`src/rtl/lcd_timing_gen.sv`:
```
// Pixel-timing generator for an 800x480 parallel-RGB LCD: pixel clock (CLK/2), panel strobes
// and the raw Columna/Fila position counters, all registered in the CLK domain.
module lcd_timing_gen #(
    parameter int BACK_PORCH_X  = 216,
    parameter int BACK_PORCH_Y  = 35,
    parameter int FRONT_PORCH_X = 40,
    parameter int FRONT_PORCH_Y = 10,
    parameter int SCREEN_SIZE_X = 800,
    parameter int SCREEN_SIZE_Y = 480,
    parameter int HSYNC_W       = 1,
    parameter int VSYNC_W       = 1
) (
    input  logic        CLK,
    input  logic        RST_n,
    output logic        NCLK,
    output logic        GREST,
    output logic        HD,
    output logic        VD,
    output logic        DEN,
    output logic [10:0] Columna,
    output logic [9:0]  Fila,
    output logic        FRAME_END
);

    localparam int H_TOTAL = BACK_PORCH_X + SCREEN_SIZE_X + FRONT_PORCH_X;
    localparam int V_TOTAL = BACK_PORCH_Y + SCREEN_SIZE_Y + FRONT_PORCH_Y;

    localparam logic [10:0] COL_LAST = 11'(H_TOTAL - 1);
    localparam logic [9:0]  ROW_LAST = 10'(V_TOTAL - 1);
    localparam logic [10:0] HS_END   = 11'(HSYNC_W);
    localparam logic [9:0]  VS_END   = 10'(VSYNC_W);
    localparam logic [10:0] DEN_X0   = 11'(BACK_PORCH_X);
    localparam logic [10:0] DEN_X1   = 11'(BACK_PORCH_X + SCREEN_SIZE_X);
    localparam logic [9:0]  DEN_Y0   = 10'(BACK_PORCH_Y);
    localparam logic [9:0]  DEN_Y1   = 10'(BACK_PORCH_Y + SCREEN_SIZE_Y);

    logic        pix_tick;
    logic        col_wrap;
    logic        row_wrap;
    logic [10:0] col_next;
    logic [9:0]  row_next;
    logic        hd_next;
    logic        vd_next;
    logic        den_next;

    // Strobes decode the next counter values so they register alongside the position they describe.
    always_comb begin
        pix_tick = NCLK;
        col_wrap = (Columna == COL_LAST);
        row_wrap = col_wrap && (Fila == ROW_LAST);
        col_next = col_wrap ? 11'd0 : Columna + 11'd1;
        row_next = Fila;
        if (row_wrap) begin
            row_next = 10'd0;
        end else if (col_wrap) begin
            row_next = Fila + 10'd1;
        end
        hd_next  = !(col_next < HS_END);
        vd_next  = !(row_next < VS_END);
        den_next = (col_next >= DEN_X0) && (col_next < DEN_X1) &&
                   (row_next >= DEN_Y0) && (row_next < DEN_Y1);
    end

    always_ff @(posedge CLK or negedge RST_n) begin
        if (!RST_n) begin
            NCLK      <= 1'b0;
            GREST     <= 1'b0;
            HD        <= 1'b0;
            VD        <= 1'b0;
            DEN       <= 1'b0;
            Columna   <= 11'd0;
            Fila      <= 10'd0;
            FRAME_END <= 1'b0;
        end else begin
            NCLK      <= ~NCLK;
            GREST     <= 1'b1;
            FRAME_END <= pix_tick && row_wrap;
            if (pix_tick) begin
                Columna <= col_next;
                Fila    <= row_next;
                HD      <= hd_next;
                VD      <= vd_next;
                DEN     <= den_next;
            end
        end
    end

endmodule

```
`config.mk`:
```
export PLATFORM = sky130hd
export DESIGN_NAME = lcd_timing_gen
export DESIGN_NICKNAME = d
export VERILOG_FILES = /design/src/rtl/lcd_timing_gen.sv
export SDC_FILE = /design/constraint.sdc
export NUM_CORES = 1
export LEC_CHECK = 0
export CORE_MARGIN = 2
export CORE_UTILIZATION = 54
export CTS_CLUSTER_DIAMETER = 100
export DETAILED_ROUTE_END_ITERATION = 8
export PLACE_DENSITY = 0.76
export SLEW_MARGIN = 20
export SYNTH_ARGS = -nofsm -noshare
export SYNTH_HDL_FRONTEND = slang
export SYNTH_SLANG_ARGS = --single-unit
```
`constraint.sdc`:
```
create_clock -name CLK -period 3.16 [get_ports CLK]
set_clock_uncertainty 0.05 [all_clocks]
set_input_delay 0.948 -clock CLK [delete_from_list [all_inputs] [get_ports CLK]]
set_output_delay 0.948 -clock CLK [all_outputs]
set_load 0.05 [all_outputs]
```
**Yosys cells after proc, flatten, opt, wreduce, memory -nomap -nowiden**

Index checks and enable logic that the tools add are counted.

- Word-level logic and storage cells: 29
- Register bits after elaboration: 27

- Reduce and logical (&&, ||, !) cells: 7
- Equal/unequal tests: 2
- Multiplexer cells: 3
- Magnitude comparators: 6
- Bitwise gates (word level): 1
- $add $sub $neg: 2

Operator list:

| cell | count |
|---|---|
| two-way mux 10 bit | 2 |
| adder 11 x 1 -> 11 bit, second input constant | 1 |
| equality test 11 bit, second input constant | 1 |
| >= comparator 11 x 8 -> 1 bit, second input constant | 1 |
| < comparator 11 x 1 -> 1 bit, second input constant | 1 |
| < comparator 11 x 10 -> 1 bit, second input constant | 1 |
| two-way mux 11 bit | 1 |
| adder 10 x 1 -> 10 bit, second input constant | 1 |
| equality test 10 bit, second input constant | 1 |
| >= comparator 10 x 6 -> 1 bit, second input constant | 1 |
| < comparator 10 x 1 -> 1 bit, second input constant | 1 |
| < comparator 10 bit, second input constant | 1 |
| logical AND 1 bit | 5 |
| logical NOT 1 bit | 2 |
| NOT 1 bit | 1 |

**Longest topological paths before layout**

- Depth in word-level cells: 6
- Depth in mapped cells: 10
- Depth with buffers taken out: 8

**Worst setup path after synthesis**

OpenSTA, ideal clock, no wires.

- Path kind: register -> register
- Start: register Columna[0]
- End: register DEN
- Path buffers: 3
- Data arrival time: 2.445 ns
- Cell stages (with the launch flop): 11
- Slack: 0.584 ns
- Cell sequence: dfrtp_1 -> ha_1 -> buf_6 -> and4_4 -> buf_6 -> and4_4 -> buf_6 -> mux2i_4 -> o211ai_2 -> o31a_1 -> nor3_2

- Longest elaborated chain between the ends: 6
- Elaborated cells on any way between the ends: 13

RTL lines:

| item | RTL line | source |
|---|---|---|
| start, declared | 20 | `output logic [10:0] Columna,` |
| start signal, assigned | 79 | `Columna <= col_next;` |
| adder 11 x 1 -> 11 bit / equality test 11 bit (equally long branches) | 51, 49 |  |
| two-way mux 11 bit, or another cell as far along | 51 | `col_next = col_wrap ? 11'd0 : Columna + 11'd1;` |
| >= comparator 11 x 8 -> 1 bit, or another cell as far along | 60 | `den_next = (col_next >= DEN_X0) && (col_next < DEN_X1) &&` |
| logical AND 1 bit / >= comparator 10 x 6 -> 1 bit (equally long branches) | 60, 61 |  |
| logical AND 1 bit | 60 |  |
| logical AND 1 bit (*) | 61 | `(row_next >= DEN_Y0) && (row_next < DEN_Y1);` |
| end signal, assigned | 83 | `DEN <= den_next;` |
| end, declared | 19 | `output logic DEN,` |

Every way passes the cells marked *; elsewhere a longest branch is shown, timed or not.
A chain may end at the register's enable or synchronous reset.

**Worst setup path after layout**

- Start: register Columna[5]
- End: output Columna[5]

No word-level cell between the ends.

==> impl_metrics.csv <==
group,metric,value,unit
setup_path,start_kind,"register",
sta,max_slew.worst_pin.slew,0.519,ns
min_path,holdPathStages,2,
global_route,antenna_found_initial,0,
clock_network,postCtsHoldBufs,0,
global_route,grt_pass1_wl,7690,um
setup_path,worst_ep_arrival_time,1.94,ns
placement,port_buffers,28,
layout,fin_area,2170,um^2
status,status,"completed",
setup_path,crit_slowest_cell,"clkdlybuf4s50_1",
run,cap_violations,0,
placement,post_dp_cell_area,2140,um^2
setup_path,crit_chain,"clkdlybuf4s50_1",
die,die_x,62.9,um
global_route,grt_pass1_vias,1619,
synth,synth-async-reset-ratio,1.00,
synth,ys_seq_area_frac,0.361,
power,p_leak,0.833,nW
layout,num_antenna_cells,0,
synth,syn_inst,214,
die,start_util,0.561,
setup_path,cp_num_cells,1,
synth,synthXorXnorAreaFrac,0.0562,
layout,final_common_cell,"clkdlybuf4s50_1",
setup_path,critical_path_class,"register to primary output",
die,rows,21,
synth,synth_fa_ha_area_frac,0.0201,
route,drc,0,
global_route,grt_use_total,0.238,
min_path,hold_path_class,"register to register",
power,power_density,239,nW/um^2
synth,ys.warnings.count,0,
clock_network,cts_max_level,1,
die,die-area,3950,um^2
die,dieHeight,62.9,um
synth,synth_compound_area_frac,0.184,
clock_network,tritoncts,"done",
synth,synth_simple_gate_area_frac,0.300,
synth,synth_top_area_share,0.361,
sta,rsz0062_at_grt,"false",
route,drt-vias-per-instance,6.23,
setup_path,cp.required,2.16,ns
sta,slew_violations,0,
synth,post-synth-top-area-cell,"dfrtp_1",
synth,ys_ff_latch,27,
synth,synth_top_family_by_area,"simple AND/OR/NAND/NOR gates",
synth,netlist_area,1870,um^2
setup_path,path_delay_family,"buffers and inverters",
layout,seq_area,676,um^2
setup_path,critPathCaptureType,"primary output",
placement,place.detailed.hpwl,3140,um
synth,synthMuxAreaShare,0.0174,
sta,fin_crit,2.93,ns
setup_path,crit_fanout,16,
sta,finalSetupViolations,0,
route,vias,1756,
synth,synth_edf_count,0,
clock_network,clockBufferDepth,2,
setup_path,path_buf_inv,1,
synth,syn_avg_cell_area,8.74,um^2
clock_network,cts_sinks,27,
synth,yosysUniqueCellTypes,54,
die,io_pins,29,
sta,relSlewSlack,0.654,
global_route,grt_max_degree,28,
global_route,overflow,0,
route,drt_first_iter_violations,139,
layout,layout.cells.most_common_list,"clkdlybuf4s50_1 (28), dfrtp_1 (27), nand2_1 (21)",
setup_path,critPathMaxStageDelay,0.90,ns
sta,fmax,341,MHz
placement,finalWeightedCongestion,0.880,
synth,ys.flop_type,"dfrtp_1",
route,drtAntennaViolNets,0,
sta,period_share,0.929,
synth,synth_nets,219,
layout,multiInputGateArea,1080,um^2
route,drt_wl_total,4390,um
layout,fillerInstances,312,
synth,yosys-top-cells-area,"dfrtp_1 (36%), nand2_1 (4.2%), o21ai_0 (3.7%)",
die,core,3340,um^2
clock_network,cts_resized,0,
power,ir_drop,0.224,mV
route,wl_per_cell,15.6,um
sta,hold_viol,0,
clock_network,cts_setup_buffers,0,
clock_network,cts-root-buf,"clkbuf_4",
clock_network,clkTransAtPathRegs,0.16,ns
layout,drive_above_1_share,0.0805,
sta,setup-tns-final,0,ns
layout,area_delta_synth_final,15.8,%
clock_network,cts_made_buffers,3,
setup_path,reg2regPathDepth,7,
layout,layout.nets,242,
clock_network,clk_latency,0.33,ns
route,drt-pass1-iter-count,5,
## sequential cells by signal, indices dropped and copies added (netlist names)
| signal | cells |
|---|---|
| Columna | 11 |
| Fila | 10 |
| DEN | 1 |
| FRAME_END | 1 |
| GREST | 1 |
| HD | 1 |
| NCLK | 1 |
| VD | 1 |
## final timing paths
kind,from,end,slack (ns)
worst max-delay path,Columna[5],Columna[5],0.23
worst min-delay path,VD,VD,0.51
worst max register to register,Columna[0],VD,0.61
worst min register to register,VD,VD,0.51
max in group asynchronous,RST_n,Fila[5],1.88
min in group asynchronous,RST_n,Columna[5],0.91
## cell type report
type | instances | area share
Clock buffer | 4 | 0.0121
Sequential cell | 27 | 0.312
Timing Repair Buffer | 30 | 0.136
Multi-Input combinational cell | 168 | 0.501
Tap cell | 46 | 0.0266
Inverter | 7 | 0.0121
## cells in the mapped netlist (3+ instances only)
master,instances
a211oi_1,5
a21oi_1,9
and2_1,4
and3_1,3
buf_2,4
buf_6,4
clkbuf_1,3
dfrtp_1,27
ha_1,3
inv_1,6
nand2_1,21
nand3_1,9
nand4_1,9
nor2_1,16
nor3_1,10
nor4_1,3
o21ai_0,14
o21ai_1,3
o31ai_1,4
or3_1,4
xnor2_1,8
xor2_1,4
## power breakdown
group	switching [mW]	total, mW	leakage, nW	internal (mW)
logic	0.00948	0.0124	0.463	0.00296
clock network	0.110	0.159	0.0150	0.0495
registers	0.000156	0.346	0.355	0.346
total	0.119	0.518	0.833	0.399
## worst reg2reg max path, delay by kind of cell (launching register included)
kind,cells,cell delay [ns]
and+or+nand+nor,4,1.07
DFF,1,0.50
adders and majority gates,1,0.37
AOI/OAI and AO/OA,2,0.44
## per-stage QoR
stage          cells  power (mW)  hold WS (ns)  worst slack [ns]  utilization
6_report         282       0.518         0.505             0.225        0.649
5_1_grt          282       0.533         0.553             0.150        0.649
4_1_cts          282       0.520         0.514             0.243        0.649
3_5_place_dp     278       0.366         0.470             0.646        0.641
3_3_place_gp     278       0.366         0.464             0.662        0.641
2_1_floorplan    214       0.355         0.602             0.584            -
## layer usage
| layer | up-vias | global-route usage | share of wire |
|---|---|---|---|
| li1 | 837 | - | - |
| met1 | 821 | 0.357 | 0.45 |
| met2 | 87 | 0.367 | 0.46 |
| met3 | 11 | 0.0216 | 0.078 |
| met4 | 0 | 0.0639 | 0.015 |
| met5 | - | 0 | 0 |
## cell families (layout without fill, tap and decap cells)
family | after synthesis | in the layout
compound gates | 52 | 52
xor+xnor | 12 | 12
fa+ha+maj | 3 | 3
buf+inv | 19 | 41
flops | 27 | 27
mux | 2 | 2
other cells | 1 | 1
simple gates | 98 | 98
Power figures use the tool's default switching activity.
